==> src/rtl/ps2_host_tx.sv <==
// -----------------------------------------------------------------------------
// ps2_host_tx
// Host-to-device PS/2 transmitter. Sends one command byte (for example 0xED
// "set LEDs" or 0xFF "reset") to a keyboard over the shared open-drain PS/2
// lines. The device generates the clock; the host only pulls lines low.
//
// Ports
//   clk          system clock
//   clr          asynchronous active-high reset
//   ps2_clk      resolved PS/2 clock line (asynchronous to clk)
//   ps2_data     resolved PS/2 data line (asynchronous to clk)
//   ps2_clk_oe   1 = pull PS/2 clock low, 0 = release
//   ps2_data_oe  1 = pull PS/2 data low, 0 = release
//   tx_data      command byte, sampled on accept
//   tx_valid     request to send tx_data
//   tx_ready     high only while idle; accept = tx_valid & tx_ready
//   busy         high whenever a transfer is in progress (receiver ignores bus)
//   done         one-cycle pulse at the end of a transfer
//   ack_err      one-cycle pulse together with done when the device did not ack
//   timeout      one-cycle pulse when a transfer is aborted for lack of clocks
// -----------------------------------------------------------------------------
module ps2_host_tx #(
    parameter int INHIBIT_CYCLES = 5000,
    parameter int TIMEOUT_CYCLES = 750000
) (
    input  logic       clk,
    input  logic       clr,
    input  logic       ps2_clk,
    input  logic       ps2_data,
    output logic       ps2_clk_oe,
    output logic       ps2_data_oe,
    input  logic [7:0] tx_data,
    input  logic       tx_valid,
    output logic       tx_ready,
    output logic       busy,
    output logic       done,
    output logic       ack_err,
    output logic       timeout
);

    // One counter serves both the inhibit interval and the transfer timeout.
    localparam int CNT_MAX = (INHIBIT_CYCLES > TIMEOUT_CYCLES) ? INHIBIT_CYCLES : TIMEOUT_CYCLES;
    localparam int CW      = $clog2(CNT_MAX + 1);
    localparam logic [CW-1:0] INH_LAST = CW'(INHIBIT_CYCLES - 1);
    localparam logic [CW-1:0] TO_LAST  = CW'(TIMEOUT_CYCLES - 1);

    typedef enum logic [2:0] {
        ST_IDLE      = 3'd0,
        ST_INHIBIT   = 3'd1,
        ST_REQ       = 3'd2,
        ST_SEND      = 3'd3,
        ST_ACK       = 3'd4,
        ST_WAIT_IDLE = 3'd5
    } state_t;

    state_t          state_q, state_d;
    logic [2:0]      clk_sync_q;
    logic [2:0]      data_sync_q;
    logic [9:0]      shift_q, shift_d;
    logic [3:0]      bit_cnt_q, bit_cnt_d;
    logic [CW-1:0]   cnt_q, cnt_d;
    logic            clk_oe_q, clk_oe_d;
    logic            data_oe_q, data_oe_d;
    logic            nack_q, nack_d;
    logic            done_q, done_d;
    logic            ack_err_q, ack_err_d;
    logic            timeout_q, timeout_d;
    logic            ready_q, ready_d;
    logic            busy_q, busy_d;

    logic            fall_s;
    logic            accept_s;
    logic            timing_s;

    // Bit [0] is the newest sample; a fall is "old high, newer low".
    assign fall_s   = clk_sync_q[2] & ~clk_sync_q[1];
    assign accept_s = tx_valid & ready_q;
    // States in which the device is expected to be clocking.
    assign timing_s = (state_q == ST_SEND) || (state_q == ST_ACK) || (state_q == ST_WAIT_IDLE);

    // Three-flop synchronizers for the asynchronous PS/2 lines.
    always_ff @(posedge clk or posedge clr) begin
        if (clr) begin
            clk_sync_q  <= 3'b111;
            data_sync_q <= 3'b111;
        end else begin
            clk_sync_q  <= {clk_sync_q[1:0], ps2_clk};
            data_sync_q <= {data_sync_q[1:0], ps2_data};
        end
    end

    // Next-state, datapath and output-enable decode.
    always_comb begin
        state_d   = state_q;
        shift_d   = shift_q;
        bit_cnt_d = bit_cnt_q;
        cnt_d     = cnt_q;
        data_oe_d = data_oe_q;
        nack_d    = nack_q;
        done_d    = 1'b0;
        ack_err_d = 1'b0;
        timeout_d = 1'b0;

        case (state_q)
            ST_IDLE: begin
                data_oe_d = 1'b0;
                if (accept_s) begin
                    state_d   = ST_INHIBIT;
                    // Frame: stop(1), odd parity, data byte (sent LSB first).
                    shift_d   = {1'b1, ~^tx_data, tx_data};
                    bit_cnt_d = 4'd0;
                    cnt_d     = '0;
                    nack_d    = 1'b0;
                end else begin
                    state_d   = ST_IDLE;
                end
            end
            ST_INHIBIT: begin
                data_oe_d = 1'b0;
                if (cnt_q == INH_LAST) begin
                    state_d   = ST_REQ;
                    data_oe_d = 1'b1;
                    cnt_d     = '0;
                end else begin
                    cnt_d     = cnt_q + {{(CW-1){1'b0}}, 1'b1};
                end
            end
            ST_REQ: begin
                // Start bit stays driven while the clock is released.
                data_oe_d = 1'b1;
                cnt_d     = '0;
                state_d   = ST_SEND;
            end
            ST_SEND: begin
                cnt_d = cnt_q + {{(CW-1){1'b0}}, 1'b1};
                if (fall_s) begin
                    data_oe_d = ~shift_q[0];
                    shift_d   = {1'b0, shift_q[9:1]};
                    bit_cnt_d = bit_cnt_q + 4'd1;
                    if (bit_cnt_q == 4'd9) begin
                        state_d = ST_ACK;
                    end else begin
                        state_d = ST_SEND;
                    end
                end else begin
                    state_d = ST_SEND;
                end
            end
            ST_ACK: begin
                data_oe_d = 1'b0;
                cnt_d     = cnt_q + {{(CW-1){1'b0}}, 1'b1};
                if (fall_s) begin
                    nack_d  = data_sync_q[2];
                    state_d = ST_WAIT_IDLE;
                end else begin
                    state_d = ST_ACK;
                end
            end
            ST_WAIT_IDLE: begin
                data_oe_d = 1'b0;
                cnt_d     = cnt_q + {{(CW-1){1'b0}}, 1'b1};
                if (clk_sync_q[2] && data_sync_q[2]) begin
                    state_d   = ST_IDLE;
                    done_d    = 1'b1;
                    ack_err_d = nack_q;
                end else begin
                    state_d   = ST_WAIT_IDLE;
                end
            end
            default: begin
                state_d   = ST_IDLE;
                data_oe_d = 1'b0;
            end
        endcase

        // Abort takes priority over any completion in the same cycle.
        if (timing_s && (cnt_q == TO_LAST)) begin
            state_d   = ST_IDLE;
            data_oe_d = 1'b0;
            done_d    = 1'b0;
            ack_err_d = 1'b0;
            timeout_d = 1'b1;
        end else begin
            timeout_d = 1'b0;
        end

        clk_oe_d = (state_d == ST_INHIBIT) || (state_d == ST_REQ);
        ready_d  = (state_d == ST_IDLE);
        busy_d   = (state_d != ST_IDLE);
    end

    // State, datapath and registered outputs.
    always_ff @(posedge clk or posedge clr) begin
        if (clr) begin
            state_q   <= ST_IDLE;
            shift_q   <= 10'd0;
            bit_cnt_q <= 4'd0;
            cnt_q     <= '0;
            clk_oe_q  <= 1'b0;
            data_oe_q <= 1'b0;
            nack_q    <= 1'b0;
            done_q    <= 1'b0;
            ack_err_q <= 1'b0;
            timeout_q <= 1'b0;
            ready_q   <= 1'b1;
            busy_q    <= 1'b0;
        end else begin
            state_q   <= state_d;
            shift_q   <= shift_d;
            bit_cnt_q <= bit_cnt_d;
            cnt_q     <= cnt_d;
            clk_oe_q  <= clk_oe_d;
            data_oe_q <= data_oe_d;
            nack_q    <= nack_d;
            done_q    <= done_d;
            ack_err_q <= ack_err_d;
            timeout_q <= timeout_d;
            ready_q   <= ready_d;
            busy_q    <= busy_d;
        end
    end

    assign ps2_clk_oe  = clk_oe_q;
    assign ps2_data_oe = data_oe_q;
    assign tx_ready    = ready_q;
    assign busy        = busy_q;
    assign done        = done_q;
    assign ack_err     = ack_err_q;
    assign timeout     = timeout_q;

endmodule

==> config.mk <==
export PLATFORM = sky130hd
export DESIGN_NAME = ps2_host_tx
export DESIGN_NICKNAME = d
export VERILOG_FILES = /design/src/rtl/ps2_host_tx.sv
export SDC_FILE = /design/constraint.sdc
export NUM_CORES = 1
export LEC_CHECK = 0
export BUFFER_PORTS_ARGS = -buffer_cell sky130_fd_sc_hd__buf_4
export CAP_MARGIN = 40
export CORE_UTILIZATION = 67
export CTS_BUF_LIST = sky130_fd_sc_hd__clkbuf_8
export CTS_CLUSTER_SIZE = 16
export DETAILED_ROUTE_END_ITERATION = 16
export PLACE_DENSITY = 0.88
export SLEW_MARGIN = 20
export SYNTH_ARGS = -nofsm -noshare
export SYNTH_HDL_FRONTEND = slang
export SYNTH_SLANG_ARGS = --single-unit
==> constraint.sdc <==
create_clock -name clk -period 5.71 [get_ports clk]
set_clock_uncertainty 0.05 [all_clocks]
set_input_delay 0.571 -clock clk [delete_from_list [all_inputs] [get_ports clk]]
set_output_delay 0.571 -clock clk [all_outputs]
set_load 0.01 [all_outputs]
======== After elaboration in Yosys (flattened, before gate mapping) ========
Index checks and enable logic that the tools add are counted.
storage, ports and cells
  register bits after elaboration ......... 51
  bits of input ports ..................... 13
  output and inout bits ................... 7
  logic and storage cells ................. 81
cells by class
  add/sub/neg operators ................... 2
  eq/ne operators ......................... 14
  multiplexer cells ....................... 31
  bitwise operators ....................... 4
  reductions and logical operators ........ 16
operator list
  operator                                                            number
  20-bit one-hot mux with 4 select lines                              1
  20-bit 2-to-1 mux                                                   2
  20-bit by 1-bit adder with 20-bit output (second input constant)    1
  20-bit by 13-bit == test with 1-bit output (second input constant)  1
  20-bit == test (second input constant)                              1
  10-bit 2-to-1 mux                                                   2
  10-bit one-hot mux with 2 select lines                              1
  3-bit one-hot mux with 6 select lines                               1
  3-bit 2-to-1 mux                                                    5
  1-bit 2-to-1 mux                                                    14
  3-bit by 2-bit == test with 1-bit output (second input constant)    3
  4-bit 2-to-1 mux                                                    2
  4-bit one-hot mux with 2 select lines                               1
  8-bit XNOR reduction                                                1
  3-bit by 1-bit == test with 1-bit output (second input constant)    2
  3-bit == test (second input constant)                               2
  3-bit zero test                                                     2
  2-bit != test (second input constant)                               3
  3-bit AND reduction                                                 2
  4-bit by 1-bit adder with 4-bit output (second input constant)      1
  4-bit == test (second input constant)                               1
  2-bit nonzero test                                                  2
  4-bit nonzero test                                                  1
  1-bit logical OR                                                    3
  other kinds (9)                                                     12

======== Depth between registers and ports, before layout ========
Gate-level depths: netlist of the first run.
  depth after elaboration ................. 7
  mapped depth ............................ 7

======== Least setup slack after synthesis of the first run ========
Ideal clock, no wire load.
  path kind ............................... register -> register
  from .................................... register cnt_q[10]
  to ...................................... register data_oe_q, in the netlist ps2_data_oe
  library setup time ...................... 0.107 ns
  data arrival time ....................... 2.113 ns
  required time ........................... 5.553 ns
  setup slack ............................. 3.441 ns
  cell stages (with the launch flop) ...... 5
  period minus slack after synthesis ...... 2.269 ns
  path through ............................ dfrtp_1 -> or4_4 -> or4_4 -> or3_4 -> a2111oi_4
on the way
  longest elaborated chain between the ends .. 4
  elaborated cells between the ends (all ways) .. 7
  classes of those cells .................. eq/ne (3); mux (3); reduce/logical (1)
RTL lines
  item                                        RTL line  source
  start, declared                             61        logic [CW-1:0] cnt_q, cnt_d;
  start signal, assigned                      211       cnt_q <= cnt_d;
  20-bit by 13-bit == test with 1-bit output  120       if (cnt_q == INH_LAST) begin
  1-bit 2-to-1 mux                            120
  1-bit one-hot mux with 3 select lines       104       case (state_q)
  1-bit 2-to-1 mux                            177       if (timing_s && (cnt_q == TO_LAST)) begin
  end signal, assigned                        213       data_oe_q <= data_oe_d;
  end, declared                               63        logic data_oe_q, data_oe_d;
Parallel ways exist; a longest one is shown, timed or not.
A chain may end at the register's enable or synchronous reset.

======== Worst setup path after layout of the first run ========
  from .................................... register cnt_q[10]
  to ...................................... register cnt_q[12]
on the way
  longest elaborated chain between the ends .. 3
  elaborated cells between the ends (all ways) .. 4
  classes of those cells .................. add/sub (1); eq/ne (1); mux (2)
RTL lines
  item                                                                                                    RTL line
  20-bit by 1-bit adder with 20-bit output or 20-bit by 13-bit == test with 1-bit output (tied branches)  n/a
  20-bit 2-to-1 mux                                                                                       120
  20-bit one-hot mux with 4 select lines *                                                                104
Mark *: on every way between the ends. The rest lies on a longest branch, timed or not.

==> qor.csv, run 1 <==
metric;value;unit
run_status;completed;
grt_pass1_vias;1940;
cts_buffers;5;
final_hold_viol_count;0;
synthCells;264;
core_region_area;0.003689;mm²
yosysMostFrequentCell;dfrtp_1;
grt_max_degree;36;
rows;22;
synthArstFlopShare;1.000;
r2r_start;cnt_q[10];
cp-end-kind;flop;
finalCritPeriodShare;0.4274;
postCtsSetupRepairBufs;0;
synth_seq_cells;51;
max_freq;409.7;MHz
period_minus_slack;2.441;ns
startpoint;cnt_q[10];
first_iter_violations;142;
syn_to_final_growth;10.59;%
final_max_slew_viol_count;0;
ys.flop_type;dfrtp_1;
nets;298;
grt_usage;0.2835;
synth.cells.most_frequent;dfrtp_1 (44), nand2_1 (25), nand3_1 (21), a21oi_1 (20), o21ai_0 (20);
diodes;0;
routedWlPerCell;15.79;µm
via_count;1991;
start_kind;flop;
setup_viol;0;
clockBufferDepth;2;
fillers;268;
cts_hold_buffers;0;
cts_sinks;51;
layoutNonFillerInstCount;331;
wl;5.225;mm
initial_core_util;0.7012;
vias_per_cell;6.015;
p_per_area;208.4;mW/mm²
numPortBuffers;19;
ant_nets;0;
synth_area_per_cell;9.796;µm²
p_leak;1.297;nW
crit_fanout;21;
critPathRequiredTime;5.86;ns
netlist.area_leader.share;0.4257;
cts_tree;done;
rsz0062_at_grt;no;
grt_pass1_wl;8.845;mm
criticalPathCategory;flop to flop;
grt_remaining_overflow;0;
die_width;64.13;µm
worstMarginPinSlew;0.6735;ns
fin_ws;3.269;ns
clock_latency;0.31;ns
arrival;2.59;ns
die_area;0.004113;mm²
cts.clk_slew.worst_paths;0.09;ns
htreeDepth;2;
hold_class;input port to async pin;
drive_above_1_share;0.1590;
seq_area_frac_synth;0.4969;
syn_area;0.002586;mm²
ys_top_cells_by_area;dfrtp_1 (43%), dfstp_2 (7.1%), mux2i_1 (4.3%);
dr.pass1.iters;5;
cts_resized;0;
max_cap_viol_count;0;
yosysWarnings;0;
regArea;0.001285;mm²
irDropWorstVdd;0.1330;mV
dp_cells;322;
met1_length;2.365;mm
drc;0;
die_y;64.13;µm
hpwl;3.751;mm
dr_wl_met2;2.584;mm
synth.largest_area_cell;dfrtp_1;
fin_setup_tns;0;ns
pre_cts_slack;3.313;ns
syn_nets;280;
synth_edf_count;0;
grt_antenna_before_repair;0;
cts-root-buf;clkbuf_8;
multiInputGateArea;0.001234;mm²
routed.top_layer;met4;
ys_types;43;
met3_length;175;µm
slew_headroom;0.5470;
gp_congestion;0.9198;
ios;20;
[final timing paths]
path	end	slack (ns)	depth (start not counted)
worst max register to register	cnt_q[12]	3.27	5
worst min-delay path	cnt_q[17]	0.19	2
min in group clk	data_sync_q[1]	0.31	0
worst max-delay path	cnt_q[12]	3.27	5
max in group asynchronous	data_sync_q[2]	4.84	3
worst min register to register	data_sync_q[1]	0.31	0
[layout by cell type, fill, tap and decap left out, drive strengths merged, types with 7 or more instances in the layout]
cell type	Yosys	layout
inv	8	10
mux2i	11	11
dfstp	7	7
nor2	17	17
a21oi	20	20
xnor2	8	8
a21o	8	8
buf	2	20
o21ai	20	20
nand3	21	21
nand2	25	25
dfrtp	44	44
[worst max-delay path, cell delays in order, from the launching register on]
cell and delay, ns:
dfrtp_1 0.43, or4_4 0.55, nor4_1 0.33, a21o_1 0.55, o21ai_0 0.21, a21o_1 0.22
[report_power, final]
part / internal [mW] / total, mW / switching [mW]
clock network: 0.0827 / 0.199 / 0.116
logic: 0.0147 / 0.0314 / 0.0167
registers: 0.365 / 0.366 / 0.00110
[kinds of logic after synthesis]
| group | count (synthesis) | synth area share |
|---|---|---|
| and+or+nand+nor | 112 | 0.2361 |
| AOI/OAI and AO/OA | 57 | 0.1432 |
| DFF | 51 | 0.4969 |
| buffers and inverters | 18 | 0.02613 |
| xor gates and xnor gates | 12 | 0.04064 |
| muxes | 11 | 0.04258 |
| adders and majority gates | 3 | 0.01452 |
[flip-flops by register name, indices dropped and copies added, names as in the netlist, 3 cells and up]
name / cells
bit_cnt_q: 4
cnt_q: 20
data_sync_q: 3
clk_sync_q: 3
shift_q: 10
state_q: 3
[layout make-up]
type,instances,area share
Timing Repair Buffer,21,0.05949
Clock buffer,5,0.02406
Tap cell,48,0.02100
Sequential cell,51,0.4493
Clock inverter,3,0.004374
Inverter,8,0.01050
Multi-Input combinational cell,195,0.4313
[routing by layer]
metal	vias up	global-route usage
li1	981	-
met1	960	0.3658
met2	41	0.4761
met3	9	0.04821
met4	0	0.1139
met5	-	0
[metrics by stage]
stage               cell area (µm²)    util  total power [mW]  hold slack [ns]
floorplan                      2586       -            0.3903           0.2952
global placement               2751  0.7459            0.4011           0.2952
detailed placement             2771  0.7514            0.4048           0.2972
CTS                            2853  0.7734            0.5970           0.2042
global route                   2860  0.7754            0.6142           0.2166
finish                         2860  0.7754            0.5962           0.1911
Note: power is estimated with default switching activity, not from simulation.
==> run 2, diff against run 1 <==
--- a/config.mk
+++ b/config.mk
@@ -7,11 +7,11 @@
 export LEC_CHECK = 0
 export BUFFER_PORTS_ARGS = -buffer_cell sky130_fd_sc_hd__buf_4
 export CAP_MARGIN = 40
-export CORE_UTILIZATION = 67
+export CORE_UTILIZATION = 62
 export CTS_BUF_LIST = sky130_fd_sc_hd__clkbuf_8
 export CTS_CLUSTER_SIZE = 16
 export DETAILED_ROUTE_END_ITERATION = 16
-export PLACE_DENSITY = 0.88
+export PLACE_DENSITY = 0.82
 export SLEW_MARGIN = 20
 export SYNTH_ARGS = -nofsm -noshare
 export SYNTH_HDL_FRONTEND = slang
==> constraint.sdc (replaced) <==
create_clock -name clk -period 2.47 [get_ports clk]
set_clock_uncertainty 0.05 [all_clocks]
set_input_delay 0.247 -clock clk [delete_from_list [all_inputs] [get_ports clk]]
set_output_delay 0.247 -clock clk [all_outputs]
set_load 0.01 [all_outputs]
==> qor.csv, run 2 (synthesized netlist as in run 1, its figures left out) <==
metric;value;unit;change
run_status;completed;;
numPortBuffers;19;;unchanged
htreeDepth;2;;unchanged
cts_tree;done;;
start_kind;flop;;
crit_top_cell;or4_4;;
rsz0062_at_grt;no;;
power_switching;304.5;µW;+130%
hpwl;3.730;mm;-0.58%
max_freq;425.9;MHz;+3.9%
nets;308;;+3.4%
ios;20;;unchanged
post-route-util;0.7382;;-0.03725
grt_pass1_wl;8.852;mm;about the same
fin_setup_tns;0;ns;unchanged
dr.pass1.iters;4;;-1
die_y;66.59;µm;+3.8%
wl;5.310;mm;+1.6%
period_minus_slack;2.348;ns;-0.09263 ns
grt_usage;0.2709;;-0.01261
initial_core_util;0.6465;;-0.05461
final_common_cell;dfrtp_1;;
power_frac_clock;0.345;;+0.011
cts_sinks;51;;unchanged
irDropWorstVdd;0.3476;mV;+160%
arrival;2.50;ns;-0.09 ns
crit_fanout;5;;-76%
criticalPathCategory;flop to flop;;
p_leak;1.344;nW;+3.6%
die_area;0.004434;mm²;+7.8%
rrSetupSlack;0.12;ns;-3.15 ns
diodes;0;;unchanged
syn_to_final_growth;14.18;%;
pre_cts_slack;0.1469;ns;-3.166 ns
slowest_stage;or4_4;;
via_count;2019;;+1.4%
largest_reg_flops;20;;unchanged
rows;23;;+4.5%
largest-register;cnt_q;;
slew_headroom;0.6210;;+0.07400
multiInputGateArea;0.001234;mm²;unchanged
max_cap_viol_count;0;;unchanged
ant_nets;0;;unchanged
drc;0;;unchanged
cts-root-buf;clkbuf_8;;
postCtsSetupRepairBufs;0;;unchanged
power_frac_seq;0.601;;-0.013
core_region_area;0.004000;mm²;+8.4%
mostFrequentLayoutCells;dfrtp_1 (44), buf_4 (26), nand2_1 (25);;
regArea;0.001285;mm²;unchanged
cts_buffers;5;;unchanged
cts.clk_slew.worst_paths;0.09;ns;about the same
sw_frac_of_total;0.2164;;-0.008423
hold_ws;0.2048;ns;+0.01372 ns
die_width;66.59;µm;+3.8%
worstMarginPinSlew;0.5672;ns;-0.1063 ns
grt_remaining_overflow;0;;unchanged
path_cells;or4_4 -> or4_4 -> or3_4 -> a2111oi_4;;
clock_latency;0.30;ns;about the same
fin_ws;0.1220;ns;-3.147 ns
fillers;276;;+3.0%
final_hold_viol_count;0;;unchanged
hold_class;input port to flop;;
routedWlPerCell;15.48;µm;-1.9%
cp-end-kind;flop;;
critPathRequiredTime;2.62;ns;-3.24 ns
combPwrFrac;0.054;;about the same
reg_top3;cnt_q: 20 flops, shift_q: 10 flops, bit_cnt_q: 4 flops;;
clockBufferDepth;2;;unchanged
grt_antenna_before_repair;0;;unchanged
internal_power;1.103;mW;+140%
grt_pass1_vias;1872;;-3.5%
final_max_slew_viol_count;0;;unchanged
vias_per_cell;5.886;;-2.1%
first_iter_violations;146;;+2.8%
cp_slowest_stage_delay;0.54;ns;about the same
grt_max_degree;52;;+44%
p_per_area;476.6;mW/mm²;+130%
drive_above_1_share;0.1809;;+0.02188
setup_viol;0;;unchanged
gp_congestion;0.9130;;-0.74%
p_total;1.407;mW;+140%
finalCritPeriodShare;0.9506;;+0.5232
-- run 2: changes by cell type in the layout (fill, tap and decap cells not counted) --
cell           change
buf_4              +7
dlygate4sd3_1      +3
buf_2              +1
clkbuf_4           -1
clkbuf_8           +1
inv_1              -1
-- run 2: timing repair --
action | CTS | global route
hold endpoints to repair | 46 | 0
resized for setup | 0 | 0
hold buffers | 3 | 0
-- run 2: critical path, delay by kind of cell, from the launching register on --
kind | cells | cell delay [ns]
AOI/OAI and AO/OA | 1 | 0.30
and+or+nand+nor | 3 | 1.48
DFF | 1 | 0.42
-- run 2: layer usage --
layer | vias up | GRT usage | wire (µm)
li1 | 998 | - | -
met4 | 0 | 0.1090 | 72
met2 | 43 | 0.4306 | 2661
met1 | 972 | 0.3617 | 2412
met5 | - | 0 | 0
met3 | 6 | 0.05308 | 164
-- run 2: final cells by class --
type | instances | share of cell area
clock buffer | 6 | 0.02797
sequential | 51 | 0.4352
clock inverter | 2 | 0.002966
timing repair buffer | 31 | 0.08475
inverter | 8 | 0.01017
tap | 50 | 0.02119
multi-input combinational | 195 | 0.4178
-- run 2: final timing paths --
check                                    start        endpoint  cells after the start
worst min-delay path                tx_data[6]      shift_q[6]                      3
worst max-delay path                 cnt_q[10]     ps2_data_oe                      4
min in group asynchronous                  clr      shift_q[2]                      4
worst min register to register  data_sync_q[1]  data_sync_q[2]                      0
worst max register to register       cnt_q[10]     ps2_data_oe                      4
max in group asynchronous                  clr  data_sync_q[0]                      4
-- run 2: power groups by stage --
stage	Combinational, mW	Sequential [mW]	Clock, mW
final	0.0761	0.845	0.486
after global routing	0.0835	0.846	0.534
after CTS	0.0777	0.845	0.502
after detailed placement	0.0736	0.862	0
after global placement	0.0701	0.861	0
after floorplan	0.0412	0.861	0
-- run 2: metrics by stage --
stage               cells  area [µm²]
floorplan             264        2586
detailed placement    331        2826
finish                343        2953
CTS                   342        2948
global route          343        2953
global placement      331        2826
==> run 3, diff against run 2 <==
--- a/config.mk
+++ b/config.mk
@@ -7,11 +7,10 @@
 export LEC_CHECK = 0
 export BUFFER_PORTS_ARGS = -buffer_cell sky130_fd_sc_hd__buf_4
 export CAP_MARGIN = 40
-export CORE_UTILIZATION = 62
-export CTS_BUF_LIST = sky130_fd_sc_hd__clkbuf_8
+export CORE_UTILIZATION = 59
 export CTS_CLUSTER_SIZE = 16
 export DETAILED_ROUTE_END_ITERATION = 16
-export PLACE_DENSITY = 0.82
+export PLACE_DENSITY = 0.79
 export SLEW_MARGIN = 20
 export SYNTH_ARGS = -nofsm -noshare
 export SYNTH_HDL_FRONTEND = slang
==> qor.csv, run 3 (synthesized netlist as in run 1, its figures left out) <==
metric;value;unit;change
cts.clk_slew.worst_paths;0.09;ns;about the same
die_area;0.004652;mm²;+4.9%
gr-usage-met3;0.04500;;-0.008082
finalCritPeriodShare;0.9431;;-0.007493
postCtsSetupRepairBufs;0;;unchanged
cp_slowest_stage_delay;0.55;ns;about the same
nets;306;;-0.65%
hold_class;input port to async pin;;
grt_busiest_layer;met2;;
max_cap_viol_count;0;;unchanged
diodes;0;;unchanged
dr.pass1.iters;4;;unchanged
cp-end-kind;flop;;
rows;23;;unchanged
worst_r2r_path_depth;4;;unchanged
critPathRequiredTime;2.63;ns;about the same
grt_pass1_wl;8.052;mm;-9.0%
p_leak;1.329;nW;-1.1%
clock_latency;0.30;ns;about the same
wl;4.982;mm;-6.2%
vias_per_cell;5.897;;+0.19%
final_common_cell;dfrtp_1;;
hold_ws;0.05467;ns;-0.1502 ns
final_hold_viol_count;0;;unchanged
ios;20;;unchanged
gp_congestion;0.8805;;-3.6%
cts_resized;0;;unchanged
rrSetupSlack;0.14;ns;+0.02 ns
drc;0;;unchanged
htreeDepth;2;;unchanged
cts_sinks;51;;unchanged
cts-root-buf;clkbuf_8;;
mostFrequentLayoutCells;dfrtp_1 (44), buf_4 (26), nand2_1 (25);;
grt_usage;0.2363;;-0.03454
r2r_start;cnt_q[10];;
grt_max_degree;52;;unchanged
numPortBuffers;19;;unchanged
r2r-end;ps2_data_oe;;
criticalPathCategory;flop to flop;;
routedWlPerCell;14.61;µm;-5.6%
fin_ws;0.1405;ns;+0.01851 ns
cts_hold_buffers;2;;-1
crit_fanout;5;;unchanged
ant_nets;0;;unchanged
max_freq;429.3;MHz;+0.79%
first_iter_violations;112;;-23%
fin_setup_tns;0;ns;unchanged
reg_top3;cnt_q: 20 flops, shift_q: 10 flops, bit_cnt_q: 4 flops;;
die_y;68.21;µm;+2.4%
grt_remaining_overflow;0;;unchanged
worstMarginPinSlew;0.6738;ns;+0.1066 ns
period_minus_slack;2.330;ns;-0.01851 ns
irDropWorstVdd;0.3427;mV;-1.4%
crit_top_cell;or4_4;;
cts_tree;done;;
cts_buffers;5;;unchanged
p_per_area;482.4;mW/mm²;+1.2%
grt.met2_usage;0.3873;;-0.04330
die_width;68.21;µm;+2.4%
grt_antenna_before_repair;0;;unchanged
slew_headroom;0.5468;;-0.07417
use_met1;0.3105;;-0.05117
drive_above_1_share;0.1787;;-0.002193
grt_pass1_vias;1789;;-4.4%
initial_core_util;0.6285;;-0.01809
largest-register;cnt_q;;
hpwl;3.496;mm;-6.3%
setup_viol;0;;unchanged
start_kind;flop;;
slowest_stage;or4_4;;
syn_to_final_growth;13.26;%;
final_max_slew_viol_count;0;;unchanged
run_status;completed;;
path_cells;or4_4 -> or4_4 -> or3_4 -> a2111oi_4;;
via_count;2011;;-0.40%
clockBufferDepth;2;;unchanged
rsz0062_at_grt;no;;
arrival;2.49;ns;about the same
pre_cts_slack;0.1397;ns;-0.007212 ns
largest_reg_flops;20;;unchanged
core_region_area;0.004115;mm²;+2.9%
==> run 3: final cells by class <==
cell class,count,area [µm²]
inverter,8,30.03
multi-input combinational,195,1234
timing repair buffer,29,222.7
fill,302,1186
clock buffer,7,86.33
sequential,51,1285
tap,50,62.56
clock inverter,1,8.758
==> run 3: critical path: cells and delay by family (launching register included) <==
family,cells,cell delay [ns]
and+or+nand+nor,3,1.50
DFF,1,0.42
AOI/OAI and AO/OA,1,0.28
==> run 3: worst max path at each step <==
stage | from | to | slack, ns | cells after the start
final | cnt_q[10] | ps2_data_oe | 0.14 | 4
after global routing | cnt_q[10] | ps2_data_oe | 0.06 | 4
after CTS | cnt_q[10] | ps2_data_oe | 0.13 | 4
after detailed placement | cnt_q[10] | ps2_data_oe | 0.14 | 4
after global placement | cnt_q[10] | ps2_data_oe | 0.17 | 4
after floorplan | cnt_q[10] | ps2_data_oe | 0.20 | 4
==> run 3: power by group <==
| part | internal (mW) | switching, mW | total, mW |
|---|---|---|---|
| clock network | 0.230 | 0.267 | 0.497 |
| logic | 0.0337 | 0.0368 | 0.0705 |
| registers | 0.843 | 0.00230 | 0.846 |
==> run 3: routing by layer <==
| layer | wire length, µm | vias up | part of all wire |
|---|---|---|---|
| met5 | 0 | - | 0 |
| met4 | 61 | 0 | 0.012 |
| met3 | 142 | 6 | 0.029 |
| met2 | 2415 | 31 | 0.48 |
| met1 | 2363 | 972 | 0.47 |
| li1 | - | 1002 | - |
==> run 3: per-stage QoR <==
step	instance area, µm²	util	total power [mW]	std cells
finish	2929	0.7118	1.413	341
global route	2929	0.7118	1.465	341
CTS	2922	0.7099	1.428	340
detailed placement	2806	0.6820	0.9311	330
global placement	2806	0.6820	0.9290	330
floorplan	2586	-	0.9022	264
